--- src/rtl/handshake_arb.sv ---
// Round-robin handshake arbiter with burst locking.
// N requesters compete for one output register slice; a requester that wins
// with last=0 keeps the grant until it delivers a beat with last=1.
module handshake_arb #(
    parameter int N  = 4,
    parameter int DW = 4
) (
    input  logic                   clk,
    input  logic                   rstn,
    input  logic [N-1:0]           req_valid_i,
    input  logic [N*DW-1:0]        req_data_i,
    input  logic [N-1:0]           req_last_i,
    output logic [N-1:0]           req_ready_o,
    output logic                   valid_o,
    output logic [DW-1:0]          data_o,
    output logic                   last_o,
    output logic [$clog2(N)-1:0]   src_o,
    input  logic                   ready_i,
    output logic                   busy_o
);

    localparam int LW = $clog2(N);

    typedef enum logic {IDLE, LOCK} state_t;

    state_t        state;
    logic [LW-1:0] ptr;
    logic [LW-1:0] owner;
    logic          full;

    logic          wr_en;
    logic [LW-1:0] g;
    logic          grant_ok;
    logic [LW-1:0] idx;
    logic          xfer_in;
    logic [DW-1:0] beat_data;
    logic          beat_last;

    assign wr_en   = ~full | ready_i;
    assign valid_o = full;
    assign busy_o  = (state == LOCK);

    // Pick the granted requester: the owner while locked, otherwise the first
    // valid requester at or after ptr. Scanning offsets from the far end down
    // lets the nearest valid requester overwrite the others.
    always_comb begin
        g        = owner;
        grant_ok = 1'b0;
        idx      = '0;
        if (state == LOCK) begin
            g        = owner;
            grant_ok = 1'b1;
        end else begin
            for (int i = N - 1; i >= 0; i--) begin
                idx = ptr + LW'(i);
                if (req_valid_i[idx]) begin
                    g        = idx;
                    grant_ok = 1'b1;
                end
            end
        end
    end

    // Only the granted requester ever sees ready, and only when the slice can accept.
    always_comb begin
        req_ready_o = '0;
        if (grant_ok) begin
            req_ready_o[g] = wr_en;
        end
    end

    assign xfer_in   = req_valid_i[g] & req_ready_o[g];
    assign beat_data = req_data_i[int'(g)*DW +: DW];
    assign beat_last = req_last_i[g];

    // Output register slice plus grant FSM; all state reset asynchronously.
    always_ff @(posedge clk or negedge rstn) begin
        if (!rstn) begin
            full   <= 1'b0;
            data_o <= '0;
            last_o <= 1'b0;
            src_o  <= '0;
            state  <= IDLE;
            ptr    <= '0;
            owner  <= '0;
        end else begin
            if (wr_en) begin
                if (xfer_in) begin
                    full   <= 1'b1;
                    data_o <= beat_data;
                    last_o <= beat_last;
                    src_o  <= g;
                end else begin
                    full   <= 1'b0;
                end
            end
            if (xfer_in) begin
                if (beat_last) begin
                    state <= IDLE;
                    ptr   <= g + LW'(1);
                end else if (state == IDLE) begin
                    state <= LOCK;
                    owner <= g;
                end
            end
        end
    end

endmodule

--- config.mk ---
export PLATFORM = sky130hd
export DESIGN_NAME = handshake_arb
export DESIGN_NICKNAME = d
export VERILOG_FILES = /design/src/rtl/handshake_arb.sv
export SDC_FILE = /design/constraint.sdc
export NUM_CORES = 1
export LEC_CHECK = 0
export ABC_AREA = 1
export CORE_MARGIN = 1
export CORE_UTILIZATION = 55
export CTS_BUF_LIST = sky130_fd_sc_hd__clkbuf_8
export CTS_CLUSTER_DIAMETER = 40
export DETAILED_ROUTE_END_ITERATION = 8
export DONT_BUFFER_PORTS = 1
export PLACE_DENSITY = 0.7
export SLEW_MARGIN = 5
export SYNTH_ARGS = -nofsm -noshare
export SYNTH_HDL_FRONTEND = slang
export SYNTH_SLANG_ARGS = --single-unit
--- constraint.sdc ---
create_clock -name clk -period 2.4 [get_ports clk]
set_clock_uncertainty 0.05 [all_clocks]
set_input_delay 0.48 -clock clk [delete_from_list [all_inputs] [get_ports clk]]
set_output_delay 0.48 -clock clk [all_outputs]
set_load 0.005 [all_outputs]
Word-level counts from Yosys, hierarchy flattened --
Cells that the tools add are included.
Storage, ports and cells: register bits 13, bits of input ports 27, logic and storage cells 57
Operators by class: add/sub/neg operators 4, magnitude comparators 6, shift-type cells 1, muxes and demuxes 29, bitwise logic cells 6, reductions and logical operators 4
Operators with widths (count):
- $shiftx A16 B5 Y4 | 1
- $lt A2 B3 Y1 const B | 5
- $mux W1 | 15
- $bmux W1 S2 | 7
- $mux W2 | 5
- $add A2 B1 Y2 const B | 2
- $add A2 B2 Y2 const B | 2
- $and A4 B4 Y4 | 1
- $mux W4 | 1
- $reduce_and A2 Y1 | 2
- $not A1 Y1 | 3
- $reduce_and A3 Y1 | 1
- $demux W1 S2 | 1
- $ge A2 B1 Y1 const B | 1
- $and A1 B1 Y1 | 1
- $logic_and A1 B1 Y1 | 1
- $or A1 B1 Y1 | 1

Logic depth before layout (Yosys ltp) --
Gate-level depths: netlist of the first run.
word-level depth 18, depth in mapped cells 21, depth with buffers taken out 19

Worst setup path before layout of the first run --
Ideal clock, no wire load.
path type register -> output, start point reg ptr[0], end point out req_ready_o[3], arrival 1.563 ns, path slack 0.307 ns, cell stages (with the launch flop) 14, buffers on the path 2, cells stage by stage dfrtp_1 buf_4 inv_6 nand2_1 nand3_1 nand2_1 a21oi_1 nand2_1 nand2_1 nand2_2 nand2_4 nand2_4 buf_4 nor3_1
On the way: longest elaborated chain between the ends 14
RTL lines:
- start, declared | line 27 | logic [LW-1:0] ptr;
- start signal, assigned | line 100 | ptr <= g + LW'(1);
- $add A2 B2 Y2 | line 55 | idx = ptr + LW'(i);
- $bmux W1 S2 | line 56 | if (req_valid_i[idx]) begin
- $mux W1 (implied by the code) | line 56
- $mux W2 (4 in a row) | line 56
- $mux W2 | line 50 | if (state == LOCK) begin
- $lt A2 B3 Y1 (implied by the code) / $ge A2 B1 Y1 (equally long branches) | line 68 | req_ready_o[g] = wr_en;
- $logic_and A1 B1 Y1 (implied by the code) | line 68
- $mux W1 (implied by the code) | line 68
- $demux W1 S2 | line 68
- $and A4 B4 Y4 (no line)
- $mux W4 (*) | line 67 | if (grant_ok) begin
- end, declared | line 13 | output logic [N-1:0] req_ready_o,
Every way passes the cells marked *; elsewhere a longest branch is shown, timed or not. The select of a mux whose other input is x is not followed.

Worst setup path after layout of the first run --
Same ends and word-level chain as after synthesis.

==> flow_summary.html, run 1 <==
<table>
<tr><th>Metric</th><th>Value</th></tr>
<tr><th colspan="2">Run</th></tr>
<tr><td>MaxCap Viol Count</td><td>0</td></tr>
<tr><th colspan="2">Place</th></tr>
<tr><td>Number of buffers added on ports</td><td>0</td></tr>
<tr><td>Post-DP HPWL</td><td>1780 um</td></tr>
<tr><td>DP Cell Count</td><td>193</td></tr>
<tr><td>Weighted congestion reported at the end of routability-driven placement</td><td>1.01</td></tr>
<tr><th colspan="2">Finish</th></tr>
<tr><td>Filler instances</td><td>137</td></tr>
<tr><td>Layout cell share with drive strength beyond 1</td><td>32.6%</td></tr>
<tr><td>Area used by multi-input combinational logic</td><td>782 um^2</td></tr>
<tr><td>Final nets</td><td>215</td></tr>
<tr><td>Antenna diode instance count</td><td>0</td></tr>
<tr><td>Number of non-filler instances in the completed layout</td><td>212</td></tr>
<tr><td>Layout area overhead</td><td>31.1%</td></tr>
<tr><td>Area used by sequential logic in the layout</td><td>328 um^2</td></tr>
<tr><td>Core occupancy in the finished layout</td><td>78.9%</td></tr>
<tr><th colspan="2">Clocking</th></tr>
<tr><td>Insertion delay of the later-clocked pin in the worst-skew pair</td><td>0.24 ns</td></tr>
<tr><td>Clock buffers created by TritonCTS</td><td>3</td></tr>
<tr><td>Max Root-Sink Buffers</td><td>2</td></tr>
<tr><td>Root buffer cell</td><td>clkbuf_8</td></tr>
<tr><td>Clock edge transition at the registers on the reported setup and hold paths</td><td>0.05 ns</td></tr>
<tr><td>H-tree level count</td><td>1</td></tr>
<tr><td>CTS tree</td><td>done</td></tr>
<tr><td>Sink count of the clock tree</td><td>13</td></tr>
<tr><th colspan="2">STA</th></tr>
<tr><td>Final hold violations</td><td>0</td></tr>
<tr><td>Worst slew pin tran</td><td>0.564 ns</td></tr>
<tr><td>Post-layout min period</td><td>2.35 ns</td></tr>
<tr><td>RSZ-0062 raised after global routing</td><td>yes</td></tr>
<tr><td>Setup TNS</td><td>0 ns</td></tr>
<tr><td>Share of the cycle needed by the critical path after routing</td><td>97.8%</td></tr>
<tr><td>Relative slew slack</td><td>62.3%</td></tr>
<tr><td>Number of max-slew violations in the final report</td><td>0</td></tr>
<tr><td>Maximum achievable frequency</td><td>0.426 GHz</td></tr>
<tr><td>Setup-failing EPs final</td><td>0</td></tr>
<tr><th colspan="2">GRT</th></tr>
<tr><td>Via count of the first global-routing pass</td><td>956</td></tr>
<tr><td>Largest net degree at the start of global routing</td><td>16</td></tr>
<tr><td>Initial antenna violation count</td><td>0</td></tr>
<tr><td>Global route total overflow</td><td>0</td></tr>
<tr><td>Total routing usage reported by global routing</td><td>25.5%</td></tr>
<tr><td>Global-route wire length before repair</td><td>4020 um</td></tr>
<tr><th colspan="2">Drt</th></tr>
<tr><td>Number of routed nets with antenna violations</td><td>0</td></tr>
<tr><td>Total Routed Length</td><td>2710 um</td></tr>
<tr><td>Routed wire per std cell</td><td>12.8 um</td></tr>
<tr><td>Total number of vias</td><td>1157</td></tr>
<tr><td>Drc violations</td><td>0</td></tr>
<tr><td>Number of DRC markers after the initial detailed-route iteration</td><td>36</td></tr>
<tr><td>Count of TritonRoute iterations in the first routing pass</td><td>4</td></tr>
<tr><td>Via-to-Cell Ratio</td><td>5.46</td></tr>
<tr><th colspan="2">Floorplanning</th></tr>
<tr><td>Die X-Extent</td><td>46.2 um</td></tr>
<tr><td>Die Footprint</td><td>2130 um^2</td></tr>
<tr><td>Cell row count</td><td>15</td></tr>
<tr><td>Starting Density</td><td>60.2%</td></tr>
<tr><td>I/O pin cnt</td><td>40</td></tr>
<tr><td>Core Footprint</td><td>1780 um^2</td></tr>
<tr><td>Vertical die dimension</td><td>46.2 um</td></tr>
<tr><th colspan="2">Logic synthesis</th></tr>
<tr><td>YS warnings</td><td>0</td></tr>
<tr><td>Netlist cell types</td><td>23</td></tr>
<tr><td>Synth top area cells</td><td>dfrtp_1, nand2_1, nand3_1, nor2_1, inv_1</td></tr>
<tr><td>Nets in the synthesized netlist</td><td>197</td></tr>
<tr><td>Synthesized flop and latch total</td><td>13</td></tr>
<tr><td>Proportion of netlist area held by the largest area contributor</td><td>30.3%</td></tr>
<tr><td>Cells after Synth</td><td>170</td></tr>
<tr><td>Post-Syn Area per Cell</td><td>6.31 um^2</td></tr>
<tr><td>Synthesized area</td><td>1070 um^2</td></tr>
<tr><td>Cell type with the largest total area after synthesis</td><td>dfrtp_1</td></tr>
<tr><td>Sequential area share after synthesis</td><td>30.3%</td></tr>
<tr><th colspan="2">Setup path</th></tr>
<tr><td>Data required, critical path</td><td>1.87 ns</td></tr>
<tr><td>Number of cells on the critical path</td><td>12</td></tr>
<tr><td>CP max-delay cell</td><td>dfrtp_2</td></tr>
<tr><td>Crit path buffers/inverters</td><td>2</td></tr>
<tr><td>Arrival time worst endpoint</td><td>1.82 ns</td></tr>
<tr><td>Critical Path, Cell by Cell</td><td>buf_6 -&gt; nand2_2 -&gt; nand3_2 -&gt; nand2_2 -&gt; inv_1 -&gt; nand3_1 -&gt; nand2_1 -&gt; nand2_1 -&gt; nand2_2 -&gt; nand2_4 -&gt; nand2_8 -&gt; nor3_4</td></tr>
<tr><td>Element type at the critical path end</td><td>output port</td></tr>
<tr><td>Category of the critical setup timing path</td><td>reg -&gt; out</td></tr>
<tr><td>Cells on worst reg2reg path</td><td>18</td></tr>
<tr><td>Largest delay contributor family on the critical path</td><td>simple AND/OR/NAND/NOR gates</td></tr>
<tr><td>Critical Path Most Common Cell</td><td>nand2_2</td></tr>
<tr><td>Delay contributed by the slowest stage of the critical path</td><td>0.46 ns</td></tr>
<tr><td>Kind of start point of the critical path</td><td>flop</td></tr>
<tr><td>Crit Path Max Fanout</td><td>6</td></tr>
<tr><th colspan="2">Status</th></tr>
<tr><td>Outcome</td><td>finished, final reports clean</td></tr>
<tr><th colspan="2">Min path</th></tr>
<tr><td>Worst hold-check path type</td><td>in -&gt; reg</td></tr>
<tr><td>Min-Delay Path Depth</td><td>1</td></tr>
</table>
[Yosys cell counts]
| cell type | instances |
|---|---|
| a31oi_1 | 1 |
| nand3_2 | 1 |
| o21ai_1 | 1 |
| nand2_2 | 3 |
| o21bai_1 | 2 |
| nand3_1 | 21 |
| buf_6 | 1 |
| buf_4 | 2 |
| a21oi_4 | 1 |
| inv_6 | 1 |
| inv_2 | 2 |
| o21ai_2 | 3 |
| nand2_1 | 71 |
| nor2_2 | 1 |
| a22oi_1 | 4 |
| a21oi_1 | 2 |
| nor2_1 | 15 |
| o21ai_0 | 4 |
| inv_4 | 1 |
| nand2_4 | 4 |
| nor3_1 | 2 |
| inv_1 | 14 |
| dfrtp_1 | 13 |
[path summary, 6_finish.rpt]
kind	from	endpoint	slack, ns
worst max register to register	ptr[0]$_DFFE_PN0P_	owner[0]$_DFFE_PN0P_	0.13
worst min register to register	last_o$_DFFE_PN0P_	last_o$_DFFE_PN0P_	0.45
min in group asynchronous	rstn	valid_o$_DFFE_PN0N_	0.63
worst min-delay path	ready_i	valid_o$_DFFE_PN0N_	0.27
max in group asynchronous	rstn	ptr[0]$_DFFE_PN0P_	1.27
worst max-delay path	ptr[0]$_DFFE_PN0P_	req_ready_o[3]	0.05
[cell type report]
type                            instances  area share [%]
Multi-Input combinational cell        137            55.6
Sequential cell                        13            23.3
Timing Repair Buffer                   15            9.33
Inverter                               18            6.40
Clock buffer                            3            2.93
Tap cell                               25            2.22
Clock inverter                          1           0.267
[cells in the final DEF, fill, tap and decap left out, types with 3 or more instances in the layout]
cell type	netlist	routed
a22oi_1	4	3
inv_1	14	15
nand3_1	21	19
nand2_4	4	6
buf_4	2	12
dfrtp_1	13	11
o21ai_2	3	3
nand2_1	71	55
nor2_1	15	13
nand3_2	1	3
nand2_2	3	16
clkbuf_8	0	3
o21ai_0	4	4
[stage by stage]
stage / area, um^2 / hold WS, ns / setup slack, ns
final: 1410 / 0.266 / 0.0524
after floorplan: 1070 / 0.134 / 0.307
after global placement: 1090 / 0.135 / 0.116
after detailed placement: 1090 / 0.135 / 0.0743
after global routing: 1410 / 0.264 / -0.0904
after CTS: 1180 / 0.268 / 0.00479
[logic make-up after synthesis]
family / synth area share (%)
buf+inv: 9.44
simple gates: 48.3
flops: 30.3
compound gates: 12.0
[what timing repair did]
item                                    CTS  global route
endpoints found under the setup margin    4            17
hold endpoints to repair                 13             0
buffers inserted                          2            11
resized for setup                         8            36
gates cloned                              0             1
pin swaps                                 1            15
hold buffers                              1             0
[routing by layer]
metal / up-vias / global-route usage [%] / part of all wire (%)
met3: 0 / 3.14 / 4.8
met5: - / 0 / 0
li1: 581 / - / -
met2: 48 / 40.8 / 49
met4: 0 / 3.53 / 0
met1: 528 / 37.3 / 47
[registers in the layout, indices dropped and copies added, names as in the netlist]
register  count
last_o        1
owner         2
src_o         2
valid_o       1
busy_o        1
ptr           2
data_o        4
Power of run 1 is left out: the tool's default activity adds up to more than one toggle a clock period on the data nets, which glitch-free logic cannot reach.
==> run 2: changes to the inputs <==
==> constraint.sdc (replaced) <==
create_clock -name clk -period 2.3 [get_ports clk]
set_clock_uncertainty 0.05 [all_clocks]
set_input_delay 0.46 -clock clk [delete_from_list [all_inputs] [get_ports clk]]
set_output_delay 0.46 -clock clk [all_outputs]
set_load 0.005 [all_outputs]
==> run 2 against run 1 <==
The run now ends with setup timing left; setup slack worse by 0.13 ns; wire length grew 12%; global-route usage up 1.2 points; first-iteration DRC count decreased by 17%; critical path type unchanged.
==> flow_summary.html, run 2 (synthesis results as in run 1) <==
<table>
<tr><th>Metric</th><th>Value</th></tr>
<tr><th colspan="2">Status</th></tr>
<tr><td>Outcome</td><td>complete, but fails checks</td></tr>
<tr><td>Violated checks</td><td>setup timing</td></tr>
<tr><th colspan="2">GRT</th></tr>
<tr><td>Via count of the first global-routing pass</td><td>944 (-1.3%)</td></tr>
<tr><td>Largest net degree at the start of global routing</td><td>15 (-1)</td></tr>
<tr><td>Global-route wire length before repair</td><td>4170 um (+4.0%)</td></tr>
<tr><td>Initial antenna violation count</td><td>0 (unchanged)</td></tr>
<tr><td>Global route total overflow</td><td>0 (unchanged)</td></tr>
<tr><td>Total routing usage reported by global routing</td><td>26.7% (+1.2 points)</td></tr>
<tr><th colspan="2">Setup path</th></tr>
<tr><td>Worst r2r src</td><td>ptr[0]$_DFFE_PN0P_</td></tr>
<tr><td>Delay contributed by the slowest stage of the critical path</td><td>0.47 ns (about the same)</td></tr>
<tr><td>Critical Path, Cell by Cell</td><td>clkinv_4 -&gt; nand2_2 -&gt; nand2_4 -&gt; nand2_2 -&gt; nand2_1 -&gt; nand2_1 -&gt; nand3_1 -&gt; nand2_1 -&gt; nand2_1 -&gt; nand2_2 -&gt; nand2_4 -&gt; nand2_8 -&gt; inv_8 -&gt; nor3_4</td></tr>
<tr><td>Crit Path Max Fanout</td><td>9 (+3)</td></tr>
<tr><td>CP max-delay cell</td><td>dfrtp_2</td></tr>
<tr><td>Data required, critical path</td><td>1.79 ns (-0.08 ns)</td></tr>
<tr><td>Largest delay contributor family on the critical path</td><td>simple AND/OR/NAND/NOR gates</td></tr>
<tr><td>Category of the critical setup timing path</td><td>reg -&gt; out</td></tr>
<tr><td>Arrival time worst endpoint</td><td>1.87 ns (+0.05 ns)</td></tr>
<tr><td>Element type at the critical path end</td><td>output port</td></tr>
<tr><td>Critical Path Most Common Cell</td><td>nand2_1</td></tr>
<tr><td>CP Launch Point</td><td>ptr[0]$_DFFE_PN0P_</td></tr>
<tr><td>Kind of start point of the critical path</td><td>flop</td></tr>
<tr><td>Crit path buffers/inverters</td><td>2 (unchanged)</td></tr>
<tr><th colspan="2">STA</th></tr>
<tr><td>Relative slew slack</td><td>61.7% (-0.59 points)</td></tr>
<tr><td>Number of max-slew violations in the final report</td><td>0 (unchanged)</td></tr>
<tr><td>Worst-case hold slack</td><td>0.248 ns (-0.0179 ns)</td></tr>
<tr><td>Worst Setup Slack, final</td><td>-0.0771 ns (-0.129 ns)</td></tr>
<tr><td>Setup-failing EPs final</td><td>10 (+10)</td></tr>
<tr><td>Post-layout min period</td><td>2.38 ns</td></tr>
<tr><td>Final hold violations</td><td>0 (unchanged)</td></tr>
<tr><td>Worst slew pin tran</td><td>0.572 ns (+0.00883 ns)</td></tr>
<tr><td>Maximum achievable frequency</td><td>0.421 GHz</td></tr>
<tr><td>RSZ-0062 raised after global routing</td><td>yes</td></tr>
<tr><td>Share of the cycle needed by the critical path after routing</td><td>103%</td></tr>
<tr><th colspan="2">Clocking</th></tr>
<tr><td>Clock edge transition at the registers on the reported setup and hold paths</td><td>0.05 ns (about the same)</td></tr>
<tr><td>Sink count of the clock tree</td><td>13 (unchanged)</td></tr>
<tr><td>Clock buffers created by TritonCTS</td><td>3 (unchanged)</td></tr>
<tr><td>CTS tree</td><td>done</td></tr>
<tr><td>Insertion delay of the later-clocked pin in the worst-skew pair</td><td>0.24 ns (about the same)</td></tr>
<tr><td>Max Root-Sink Buffers</td><td>2 (unchanged)</td></tr>
<tr><td>H-tree level count</td><td>1 (unchanged)</td></tr>
<tr><td>Root buffer cell</td><td>clkbuf_8</td></tr>
<tr><th colspan="2">Drt</th></tr>
<tr><td>Total number of vias</td><td>1213 (+4.8%)</td></tr>
<tr><td>Total Routed Length</td><td>3050 um (+12%)</td></tr>
<tr><td>Drc violations</td><td>0 (unchanged)</td></tr>
<tr><td>Number of routed nets with antenna violations</td><td>0 (unchanged)</td></tr>
<tr><td>Count of TritonRoute iterations in the first routing pass</td><td>4 (unchanged)</td></tr>
<tr><td>Via-to-Cell Ratio</td><td>5.69 (+4.3%)</td></tr>
<tr><td>Number of DRC markers after the initial detailed-route iteration</td><td>30 (-17%)</td></tr>
<tr><td>Routed wire per std cell</td><td>14.3 um (+12%)</td></tr>
<tr><th colspan="2">Finish</th></tr>
<tr><td>Register with the most flip-flops</td><td>data_o</td></tr>
<tr><td>Top library cells by usage in the layout, fill and taps aside</td><td>nand2_1, nand2_2, inv_1, nand3_1</td></tr>
<tr><td>Final nets</td><td>216 (+0.47%)</td></tr>
<tr><td>Area used by multi-input combinational logic</td><td>811 um^2 (+3.7%)</td></tr>
<tr><td>Filler instances</td><td>118 (-14%)</td></tr>
<tr><td>Commonest non-fill, non-tap cell in the layout</td><td>nand2_1</td></tr>
<tr><td>Area used by sequential logic in the layout</td><td>328 um^2 (unchanged)</td></tr>
<tr><td>Flip-flop count of the largest register after layout</td><td>4 (unchanged)</td></tr>
<tr><td>Antenna diode instance count</td><td>0 (unchanged)</td></tr>
<tr><td>Core occupancy in the finished layout</td><td>80.8% (+1.9 points)</td></tr>
<tr><td>Layout area overhead</td><td>34.3%</td></tr>
<tr><td>Layout cell share with drive strength beyond 1</td><td>37.8% (+5.1 points)</td></tr>
<tr><th colspan="2">Floorplanning</th></tr>
<tr><td>Die Footprint</td><td>2130 um^2 (unchanged)</td></tr>
<tr><td>I/O pin cnt</td><td>40 (unchanged)</td></tr>
<tr><td>Core Footprint</td><td>1780 um^2 (unchanged)</td></tr>
<tr><td>Cell row count</td><td>15 (unchanged)</td></tr>
<tr><td>Starting Density</td><td>60.2% (unchanged)</td></tr>
<tr><td>Die X-Extent</td><td>46.2 um (unchanged)</td></tr>
<tr><td>Vertical die dimension</td><td>46.2 um (unchanged)</td></tr>
<tr><th colspan="2">Min path</th></tr>
<tr><td>Worst hold-check path type</td><td>in -&gt; reg</td></tr>
<tr><td>Startpoint of the tightest hold check path</td><td>ready_i</td></tr>
<tr><th colspan="2">Place</th></tr>
<tr><td>Post-DP HPWL</td><td>1870 um (+5.4%)</td></tr>
<tr><td>Weighted congestion reported at the end of routability-driven placement</td><td>1.02 (+1.1%)</td></tr>
<tr><td>Post-place setup slack</td><td>0.0228 ns (-0.0515 ns)</td></tr>
<tr><td>Number of buffers added on ports</td><td>0 (unchanged)</td></tr>
<tr><th colspan="2">Run</th></tr>
<tr><td>MaxCap Viol Count</td><td>0 (unchanged)</td></tr>
</table>
[run 2: cell types whose count changed in the layout (fill, tap and decap cells not counted), moves of 2 or more]
cell | previous run | this run
nand3_1 | 19 | 15
nand3_2 | 3 | 7
nand2_1 | 55 | 52
buf_6 | 1 | 3
nand2_2 | 16 | 18
[run 2: final timing paths]
check,endpoint,slack (ns),depth (start not counted)
min in group asynchronous,last_o$_DFFE_PN0P_,0.60,1
worst min register to register,last_o$_DFFE_PN0P_,0.45,2
max in group asynchronous,ptr[0]$_DFFE_PN0P_,1.19,1
worst max register to register,ptr[1]$_DFFE_PN0P_,-0.06,19
worst max-delay path,req_ready_o[2],-0.08,14
worst min-delay path,valid_o$_DFFE_PN0N_,0.25,1
[run 2: final cells by class]
cell class                      count  area share (%)
Multi-Input combinational cell    136            56.3
Sequential cell                    13            22.7
Timing Repair Buffer               16            9.29
Inverter                           18            6.08
Clock buffer                        3            2.86
Tap cell                           25            2.17
Timing Repair inverter              1           0.347
Clock inverter                      1           0.260
[run 2: stage by stage]
| step | TNS, ns | std cells | area (um^2) |
|---|---|---|---|
| floorplan | 0 | 170 | 1070 |
| global placement | 0 | 195 | 1100 |
| global route | -1.89 | 213 | 1440 |
| finish | -0.473 | 213 | 1440 |
| CTS | -0.000344 | 206 | 1260 |
| detailed placement | 0 | 195 | 1100 |
[run 2: layer usage]
layer / wire (um) / vias to the layer above / track usage [%]
li1: - / 579 / -
met3: 167 / 7 / 3.53
met2: 1470 / 59 / 41.1
met4: 33 / 0 / 5.88
met1: 1370 / 568 / 39.4
met5: 0 / - / 0
[run 2: what timing repair did]
action / CTS / global route
endpoints found under the setup margin: 5 / 17
resized for setup: 18 / 38
cloned: 0 / 1
setup buffers: 6 / 6
endpoints found under the hold margin: 13 / 0
hold buffers: 1 / 0
pin swaps: 1 / 14
Power of run 2 is left out for the same reason.
